File: src/rtl/ntt_pkg.sv
// Shared constants and state type for the inverse-NTT
// job arbiter and its neighbours.
package ntt_pkg;
  localparam int NTT_Q = 17;
  localparam int NTT_N = 8;
  localparam int NTT_LOGN = 3;
  localparam int NTT_LOGQ = 5;
  localparam int NTT_N_INV = 15;

  typedef enum logic [1:0] {
    IDLE,
    ARB,
    LOAD,
    DRAIN
  } arb_state_t;
endpackage

File: src/rtl/rr_pick.sv
// Round-robin picker: first asserted request at or after
// rr_ptr, wrapping modulo NUM_REQ.
module rr_pick #(
  parameter int NUM_REQ = 4,
  localparam int GW = $clog2(NUM_REQ)
) (
  input  logic [NUM_REQ-1:0] req_valid,
  input  logic [GW-1:0]      rr_ptr,
  output logic [GW-1:0]      winner,
  output logic               any
);
  logic [GW-1:0] idx;

  // Scan farthest-first so the nearest hit wins.
  always_comb begin
    winner = rr_ptr;
    idx = '0;
    any = |req_valid;
    for (int i = NUM_REQ - 1; i >= 0; i--) begin
      idx = GW'((int'(rr_ptr) + i) % NUM_REQ);
      if (req_valid[idx]) winner = idx;
    end
  end
endmodule

File: src/rtl/intt_job_arbiter.sv
// Grants one shared streaming INTT core to a requester for a
// whole job: N beats in, then N beats out.
module intt_job_arbiter
  import ntt_pkg::*;
#(
  parameter int NUM_REQ = 4,
  parameter int N = NTT_N,
  parameter int logN = NTT_LOGN,
  parameter int logq = NTT_LOGQ,
  localparam int GW = $clog2(NUM_REQ)
) (
  input  logic                    clk,
  input  logic                    reset_n,
  input  logic [NUM_REQ-1:0]      req_valid,
  input  logic [NUM_REQ*logq-1:0] req_data,
  output logic [NUM_REQ-1:0]      req_ready,
  output logic [NUM_REQ-1:0]      resp_valid,
  output logic [logq-1:0]         resp_data,
  input  logic [NUM_REQ-1:0]      resp_ready,
  output logic                    core_in_valid,
  output logic [logq-1:0]         core_in_data,
  input  logic                    core_in_ready,
  input  logic                    core_out_valid,
  input  logic [logq-1:0]         core_out_data,
  output logic                    core_out_ready,
  output logic [GW-1:0]           grant_id,
  output logic                    busy,
  output logic                    job_done
);
  arb_state_t    state;
  logic [logN:0] cnt;
  logic [GW-1:0] rr_ptr;
  logic [GW-1:0] winner;
  logic          any;
  logic          in_fire;
  logic          out_fire;
  logic          last;
  logic [GW-1:0] next_ptr;
  logic [logq-1:0] lane [NUM_REQ];

  rr_pick #(.NUM_REQ(NUM_REQ)) u_pick (
    .req_valid (req_valid),
    .rr_ptr    (rr_ptr),
    .winner    (winner),
    .any       (any)
  );

  for (genvar r = 0; r < NUM_REQ; r++) begin : g_lane
    assign lane[r] = req_data[r*logq +: logq];
  end

  assign in_fire = (state == LOAD) && req_valid[grant_id]
                && core_in_ready;
  assign out_fire = (state == DRAIN) && core_out_valid
                 && resp_ready[grant_id];
  assign last = (cnt == (logN+1)'(N - 1));
  assign next_ptr = (grant_id == GW'(NUM_REQ - 1))
                  ? '0 : grant_id + 1'b1;
  assign busy = (state != IDLE);
  assign resp_data = core_out_data;

  always_comb begin
    req_ready = '0;
    resp_valid = '0;
    core_in_valid = 1'b0;
    core_in_data = '0;
    core_out_ready = 1'b0;
    if (state == LOAD) begin
      req_ready[grant_id] = core_in_ready;
      core_in_valid = req_valid[grant_id];
      core_in_data = lane[grant_id];
    end
    if (state == DRAIN) begin
      resp_valid[grant_id] = core_out_valid;
      core_out_ready = resp_ready[grant_id];
    end
  end

  always_ff @(posedge clk or negedge reset_n) begin
    if (!reset_n) begin
      state <= IDLE;
      cnt <= '0;
      rr_ptr <= '0;
      grant_id <= '0;
      job_done <= 1'b0;
    end else begin
      job_done <= 1'b0;
      unique case (state)
        IDLE: begin
          if (|req_valid) state <= ARB;
        end
        ARB: begin
          // An empty ARB cycle keeps the previous owner.
          if (any) begin
            grant_id <= winner;
            cnt <= '0;
            state <= LOAD;
          end else begin
            state <= IDLE;
          end
        end
        LOAD: begin
          if (in_fire) begin
            cnt <= last ? '0 : cnt + 1'b1;
            if (last) state <= DRAIN;
          end
        end
        DRAIN: begin
          if (out_fire) begin
            cnt <= last ? '0 : cnt + 1'b1;
            if (last) begin
              state <= IDLE;
              job_done <= 1'b1;
              rr_ptr <= next_ptr;
            end
          end
        end
        default: state <= IDLE;
      endcase
    end
  end
endmodule
File: config.mk
export PLATFORM = sky130hd
export DESIGN_NAME = intt_job_arbiter
export DESIGN_NICKNAME = d
export VERILOG_FILES = /design/src/rtl/ntt_pkg.sv /design/src/rtl/rr_pick.sv /design/src/rtl/intt_job_arbiter.sv
export SDC_FILE = /design/constraint.sdc
export NUM_CORES = 1
export LEC_CHECK = 0
export CAP_MARGIN = 20
export CORE_ASPECT_RATIO = 0.6
export CORE_UTILIZATION = 39
export CTS_BUF_LIST = sky130_fd_sc_hd__clkbuf_16
export CTS_CLUSTER_DIAMETER = 100
export DETAILED_ROUTE_END_ITERATION = 8
export HOLD_SLACK_MARGIN = 0.12
export PLACE_DENSITY = 0.9
export SLEW_MARGIN = 15
export SYNTH_ARGS = -nofsm -noshare
export SYNTH_HDL_FRONTEND = slang
export SYNTH_SLANG_ARGS = --single-unit
File: constraint.sdc
create_clock -name clk -period 2.2 [get_ports clk]
set_input_delay 0.55 -clock clk [delete_from_list [all_inputs] [get_ports clk]]
set_output_delay 0.55 -clock clk [all_outputs]
set_load 0.05 [all_outputs]
# ---- Word level (Yosys, flattened, before mapping)
# Cells that the tools add are included.
dict set report word_totals {
  regBits 11
  latchBits 0
  mem_bits_rw 0
  rom_bits 0
  input_bits 37
  mem_count 0
}
dict set report op_classes {
  n_addsub 5
  multipliers 0
  div 0
  magnitude_cmp 7
  n_eq_ne 11
  shifts 0
  mux 42
  n_bitwise 3
  n_reduce_logical 13
}
# cell count
set op_table {}
lappend op_table {{$mux W4} 6}
lappend op_table {{$mux W2} 11}
lappend op_table {{$lt A2 B3 Y1 const B} 5}
lappend op_table {{$mux W5} 3}
lappend op_table {{$bmux W1 S2} 6}
lappend op_table {{$mux W1} 12}
lappend op_table {{$ne A2 B2 Y1 const B} 6}
lappend op_table {{$pmux W4 S3} 1}
lappend op_table {{$bmux W5 S2} 1}
lappend op_table {{$and A4 B4 Y4} 2}
lappend op_table {{$pmux W2 S4} 1}
lappend op_table {{$eq A2 B2 Y1 const B} 3}
lappend op_table {{$logic_and A1 B1 Y1} 5}
lappend op_table {{$reduce_and A5 Y1} 1}
lappend op_table {{$add A2 B1 Y2 const B} 2}
lappend op_table {{$add A2 B2 Y2 const B} 2}
lappend op_table {{$add A4 B1 Y4 const B} 1}
lappend op_table {{$eq A4 B3 Y1 const B} 1}
lappend op_table {{$reduce_and A4 Y1} 1}
lappend op_table {{$reduce_or A4 Y1} 1}
lappend op_table {{$ge A3 B3 Y1 const B} 1}
lappend op_table {{$not A2 Y3} 1}
lappend op_table {{$reduce_and A3 Y1} 1}
lappend op_table {{$reduce_bool A3 Y1} 1}
lappend op_table {{6 further kinds} 6}

# ---- Longest topological paths before layout
# Gate-level depths: netlist of run 1.
dict set report depth {
  ltp_word 7
  depth_mapped 7
  ltp_nobuf 5
}

# ---- Cells and area by module
# From an unflattened synthesis of run 1, not the netlist that was laid out.
dict set report unflattened {
  hier_cells 122
  area_unflattened_um2 1112.3
}
# mod n_inst cells_per_inst area_each_um2 seq_area_each_um2
set modules_own_cells {}
lappend modules_own_cells {intt_job_arbiter 1 106 1012.2 275.3}
lappend modules_own_cells {rr_pick 1 16 100.1 0.0}

# ---- Worst setup path before layout of run 1
# No wires, ideal clock.
dict set report synth_path {
  path_type {register to output}
  start {reg grant_id[1]}
  end {out core_out_ready}
  t_arrival_ps 1958
  required_time_ps 1650
  setup_slack_ps -308
  stages_incl_launch_ff 5
  path_cell_list {dfrtp_1 -> buf_2 -> inv_2 -> mux2_2 -> nor2_1}
}
dict set report synth_via {
  elab_chain_len 3
}
# element line_no
set synth_lines {}
lappend synth_lines {{start: declaration} intt_job_arbiter.sv:26} ;# output logic [GW-1:0] grant_id,
lappend synth_lines {{start signal: assignment} intt_job_arbiter.sv:95} ;# grant_id <= winner;
lappend synth_lines {{$bmux W1 S2} intt_job_arbiter.sv:75} ;# core_out_ready = resp_ready[grant_id];
lappend synth_lines {{$mux W1 (implied by the code)} intt_job_arbiter.sv:75}
lappend synth_lines {{$mux W1} intt_job_arbiter.sv:73} ;# if (state == DRAIN) begin
lappend synth_lines {{end: declaration} intt_job_arbiter.sv:25} ;# output logic core_out_ready,
# Every way passes these cells. The select of a mux whose other input is x is not followed.

# ---- Worst setup path after layout of run 1
dict set report layout_path {
  start {reg grant_id[0]}
  end {out core_in_data[1]}
}
dict set report layout_via {
  elab_chain_len 5
}
# element line_no
set layout_lines {}
lappend layout_lines {{$not A2 Y3 (implied by the code)} intt_job_arbiter.sv:71} ;# core_in_data = lane[grant_id];
lappend layout_lines {{$bmux W5 S2} intt_job_arbiter.sv:71}
lappend layout_lines {{$mux W5 (implied by the code) (2 in series)} intt_job_arbiter.sv:71}
lappend layout_lines {{$mux W5} intt_job_arbiter.sv:68} ;# if (state == LOAD) begin
lappend layout_lines {{end: declaration} intt_job_arbiter.sv:21} ;# output logic [logq-1:0] core_in_data,
# Every way passes these cells. The select of a mux whose other input is x is not followed.

==> results.cfg, run 1 <==
[clocking]
clockBufferDepth = 2
clock_latency_ns = 0.24
cts_htree_levels = 1
cts.root.buffer_cell = clkbuf_16
cts_made_buffers = 3
clkTransAtPathRegs_ns = 0.05
cts_tree = built
clock-sinks = 11

[power_and_ir_drop]
p_leak_nw = 0.927
p_clk_share_pct = 13.1
switching_share_pct = 45.5
combPwrFrac_pct = 71.1
power_mw = 2.62
p_switching_mw = 1.19
seqPwrFrac_pct = 15.8
max-vdd-ir-drop_mv = 0.611
power.density_nw_per_um2 = 1330
cell_internal_pwr_mw = 1.43

[sta]
rsz0062_at_grt = true
worst_pin_slew_ns = 0.545
slew_headroom_pct = 63.6
drv_slew = 0
hold_violations = 0
fin_crit_ns = 2.21
finalSetupViolations = 3
fmax_mhz = 452
finalCritPeriodShare_pct = 101
finClkSkew_ns = 0.000549
worst_slack_ns = -0.0126

[global_route]
grt_max_degree = 14
grt-ovfl-total = 0
grt.total_usage_pct = 28.9
grt_pass1_wl_um = 6540
antenna_found_initial = 0
grt_pass1_vias = 1262

[synthesis]
synth_top_area_share_pct = 25.1
syn-num-nets = 157
yosysWarningCount = 0
ys.flop_type = dfrtp_1
synth-seq-area-share_pct = 25.1
syn_inst = 115
syn_area_um2 = 1090
synth.distinct_cells = 39
synthTopCellsByArea = dfrtp_1 25%, mux4_1 12%, and2_1 6.3%, ha_1 5.7%, and3_1 3.4%
synth_area_per_cell_um2 = 9.52
async_flop_share_pct = 100
yosysTopAreaCell = dfrtp_1
synth_edf_count = 0
synth-seq-cells = 11

[worst_setup_path]
path_common_cell = buf_8
critPathMaxStageDelay_ns = 0.50
cp-start-kind = flip-flop
cp.arrival_ns = 1.66
crit_path_cell_trace = buf_8 -> mux4_2 -> and2_4 -> buf_8
path_max_fanout = 7
critPathCaptureType = primary output
worstPathRequired_ns = 1.65
ff2ff_setup_slack_ns = 0.05
worst-r2r-cell-count = 6
path_class = reg -> out
slowest_stage = mux4_2

[route]
firstDrtPassIters = 4
antenna_left = 0
drt_iter0_markers = 85
vias = 1237
viasPerCell = 5.78
drc = 0
wl_um = 4290
avgRoutedWirePerCell_um = 20.1

[hold_path]
whs_path_depth = 2
hold_class = reg -> reg

[floorplanning]
io_pins = 61
die_w_um = 70.4
row_count = 14
die_y_um = 43.0
start_util_pct = 42.5
coreArea_um2 = 2570
die_area_um2 = 3030

[final_layout]
drive_above_1_share_pct = 39.6
area_delta_synth_final_pct = 79.9
diodes = 0
multi_input_area_um2 = 761
fillers = 152
nets = 225
seq_area_um2 = 279
final_core_util_pct = 76.5

[placement]
place_hpwl_um = 2850
gp_congestion = 0.882
io_buffers = 50

[run_status]
status = complete, but fails checks
violations = negative setup slack

[run]
cap_violations = 0
==> synth_stat cells (2+ instances only) <==
cell type / instances
a21oi_1: 4
and2_1: 11
and3_1: 6
buf_2: 2
buf_4: 5
clkbuf_1: 2
dfrtp_1: 11
ha_1: 5
inv_1: 6
mux2_1: 3
mux2i_1: 3
mux4_1: 5
nand2_1: 7
nand2b_1: 2
nand3_1: 5
nor2_1: 7
nor3_2: 2
o211ai_1: 3
o21ai_1: 3
o221ai_1: 2
o22ai_1: 2
or4_1: 2
==> cell usage in the layout, fill, tap and decap left out, drive strengths merged, types with 4 or more instances in the layout <==
cell,count
dlygate4sd2,27
ha,5
nor2,7
and3,6
nand3,5
a21oi,5
and2,11
dfrtp,11
mux4,5
clkdlybuf4s50,4
inv,7
mux2,4
buf,41
o21ai,4
nand2,7
==> what timing repair did <==
item                                    CTS  global route
hold buffers                              0             0
pin swaps                                 6             3
endpoints found under the setup margin    7            13
setup buffers                             4             5
gates resized for setup                  53            12
==> sequential cells by signal, summed over array words and instances, names as in the netlist, named ones only <==
name / count
job_done: 1
cnt: 4
grant_id: 2
rr_ptr: 2
state: 1
==> power groups by stage <==
| stage | Combinational [mW] | Clock [mW] | Sequential (mW) |
|---|---|---|---|
| 3_5_place_dp | 1.50 | 0 | 0.424 |
| 4_1_cts | 1.71 | 0.344 | 0.431 |
| 5_1_grt | 1.95 | 0.357 | 0.427 |
| 2_1_floorplan | 0.908 | 0 | 0.423 |
| 6_report | 1.86 | 0.344 | 0.413 |
| 3_3_place_gp | 1.44 | 0 | 0.409 |
==> metrics by stage <==
stage,std cells,instance area [µm²],setup TNS (ns),worst slack (ns),hold slack (ns)
floorplan,115,1100,-0.0839,-0.0839,0.254
global placement,201,1770,-1.84,-0.231,0.533
detailed placement,201,1770,-2.54,-0.245,0.549
CTS,209,1900,-0.0428,-0.0240,0.561
global route,214,1970,-0.209,-0.0442,0.589
finish,214,1970,-0.0156,-0.0126,0.559
==> critical path, delay by kind of cell (launching register included) <==
family	cells	cell delay [ns]
flops	1	0.48
mux	1	0.50
simple gates	1	0.16
buf+inv	2	0.28
==> worst paths after layout <==
kind / from / endpoint
max in group asynchronous: reset_n / grant_id[0]
min in group asynchronous: reset_n / state[0]
worst min register to register: cnt[3] / cnt[3]
worst max-delay path: grant_id[0] / core_in_data[1]
worst min-delay path: cnt[3] / cnt[3]
worst max register to register: grant_id[0] / rr_ptr[1]
==> cell type report <==
cell class	count	area share, %
Timing Repair Buffer	73	39.8
Multi-Input combinational cell	87	38.6
Sequential cell	11	14.2
Clock buffer	3	3.81
Tap cell	32	2.03
Inverter	7	1.33
Clock inverter	1	0.254
==> routing by layer <==
metal / GRT usage [%] / wire length [µm]
met4: 7.60 / 65
met2: 53.0 / 2150
met3: 5.46 / 353
met5: 0 / 0
met1: 34.9 / 1720
==> logic make-up after synthesis <==
group | synth area share (%)
AOI/OAI and AO/OA | 12.1
adders and majority gates | 5.71
buffers and inverters | 8.46
DFF | 25.1
muxes | 18.9
and+or+nand+nor | 29.7
No activity file was read; power rests on OpenSTA's default activity.
==> run 2: changes to the inputs <==
- CELL_PAD_IN_SITES_DETAIL_PLACEMENT: not set -> 0
- CELL_PAD_IN_SITES_GLOBAL_PLACEMENT: not set -> 2
- CORE_UTILIZATION: 39 -> 21
- PLACE_DENSITY: 0.9 -> 0.88
==> run 2 against run 1 <==
Against the previous run:
- the flow now finishes without violations
- largest power group unchanged
- total power decreased by 4.4%
- fmax increased by 1.8%
- clock power is 6.4% lower
- clock skew is 0.0014 ns higher
- global-route usage fell by 16 points
- hold slack improved by 0.0065 ns
- clock-buffer cell count did not move
- sequential power is 1% lower
- die area up 82%
- critical endpoint is now core_in_valid
- register-to-register slack improved by 0.12 ns
- sequential share of layout area fell by 0.12 points
==> results.cfg, run 2 (synthesis gave the netlist of run 1 again) <==
[run_status]
status = finished clean

[route]
drt_iter0_markers = 60
firstDrtPassIters = 4
viasPerCell = 4.74
antenna_left = 0
avgRoutedWirePerCell_um = 14.2
drc = 0
vias = 1162
wl_um = 3470

[placement]
dpl_cell_area_um2 = 1820
io_buffers = 50
gp_congestion = 0.800
place_hpwl_um = 2640

[power_and_ir_drop]
seqPwrFrac_pct = 16.2
max-vdd-ir-drop_mv = 0.497
combPwrFrac_pct = 70.9
p_switching_mw = 1.11
p_leak_nw = 0.916
switching_share_pct = 44.2
power.density_nw_per_um2 = 1260
cell_internal_pwr_mw = 1.40
power_mw = 2.51
p_clk_share_pct = 12.8

[final_layout]
largest_reg_flops = 4
drive_above_1_share_pct = 40.1
nets = 225
layout_commonest_cell = dlygate4sd2_1
area_delta_synth_final_pct = 82.2
layout_common_cells = 28 x dlygate4sd2_1, 24 x buf_4, 10 x buf_12
final_core_util_pct = 41.7
diodes = 0
final_cell_area_um2 = 1990
largest_register = cnt
top_regs = cnt (4), grant_id (2), rr_ptr (2)

[clocking]
clkTransAtPathRegs_ns = 0.04
clock_latency_ns = 0.23
cts_made_buffers = 3
holdBufCountCts = 0
clockBufferDepth = 2
cts_htree_levels = 1
cts_tree = built
clock-sinks = 11
cts.root.buffer_cell = clkbuf_16

[global_route]
grt_pass1_vias = 1105
grt-ovfl-total = 0
grt_pass1_wl_um = 5460
antenna_found_initial = 0
grt_max_degree = 14
grt.total_usage_pct = 12.7

[worst_setup_path]
crit_start = grant_id[0]
path_class = reg -> out
critPathCaptureType = primary output
regToRegStartpoint = grant_id[0]
worst-r2r-cell-count = 6
path_max_fanout = 3
worstPathRequired_ns = 1.65
cp.arrival_ns = 1.62
cp-start-kind = flip-flop

[sta]
fin_crit_ns = 2.17
slew_headroom_pct = 66.5
drv_slew = 0
fmax_mhz = 460
finClkSkew_ns = 0.00197
setup_tns_ns = 0
finalSetupViolations = 0
finalCritPeriodShare_pct = 98.8
worst_pin_slew_ns = 0.501
hold_violations = 0

[floorplanning]
start_util_pct = 22.9
die_w_um = 95.2
die_y_um = 57.9
die_area_um2 = 5520
coreArea_um2 = 4780
io_pins = 61
row_count = 19

[run]
cap_violations = 0

[hold_path]
min_from = cnt[1]
whs_path_depth = 2
hold_class = reg -> reg
-- run 2: per-stage QoR --
stage	setup WS, ns	std cells	hold WS (ns)
floorplan	-0.0839	115	0.254
global placement	-0.185	235	0.530
detailed placement	-0.200	235	0.551
CTS	0.00194	242	0.558
global route	-0.0122	245	0.605
finish	0.0273	245	0.565
-- run 2: worst paths after layout --
check / slack, ns / endpoint
min in group asynchronous: 0.66 / cnt[0]
worst max-delay path: 0.03 / core_in_valid
worst min-delay path: 0.57 / cnt[1]
worst max register to register: 0.17 / rr_ptr[1]
worst min register to register: 0.57 / cnt[1]
max in group asynchronous: 1.17 / grant_id[0]
-- run 2: timing repair --
item | 4_1_cts | 5_1_grt
setup buffers | 3 | 3
gates resized for setup | 58 | 7
setup endpoints to repair | 11 | 13
pin swaps | 7 | 0
-- run 2: metal layers --
layer	share of wire, %	track usage [%]	wire [µm]	up-vias
met3	9.1	3.28	317	2
met4	0.32	1.30	11	0
li1	-	-	-	550
met2	44	20.6	1530	53
met1	47	17.6	1620	557
met5	0	0	0	-
-- run 2: power by group through the flow --
| stage | clock network, mW | logic [mW] | registers (mW) |
|---|---|---|---|
| after floorplan | 0 | 0.908 | 0.423 |
| after global placement | 0 | 1.45 | 0.428 |
| after detailed placement | 0 | 1.47 | 0.439 |
| after CTS | 0.327 | 1.67 | 0.446 |
| after global routing | 0.338 | 1.90 | 0.430 |
| final | 0.322 | 1.78 | 0.407 |
-- run 2: worst max-delay path, cell delays in order (launching register included) --
cell and delay (ns):
dfrtp_4 0.48, buf_4 0.15, mux2_4 0.31, nor2_4 0.09
a21oi_2 0.05, and2_4 0.18, buf_12 0.14
-- run 2: cell type report --
type                            count  area (µm²)
Clock buffer                        3        75.1
Clock inverter                      1        3.75
Fill cell                         469        2780
Inverter                            7        26.3
Multi-Input combinational cell     87         767
Sequential cell                    11         280
Tap cell                           63        78.8
Timing Repair Buffer               73         763
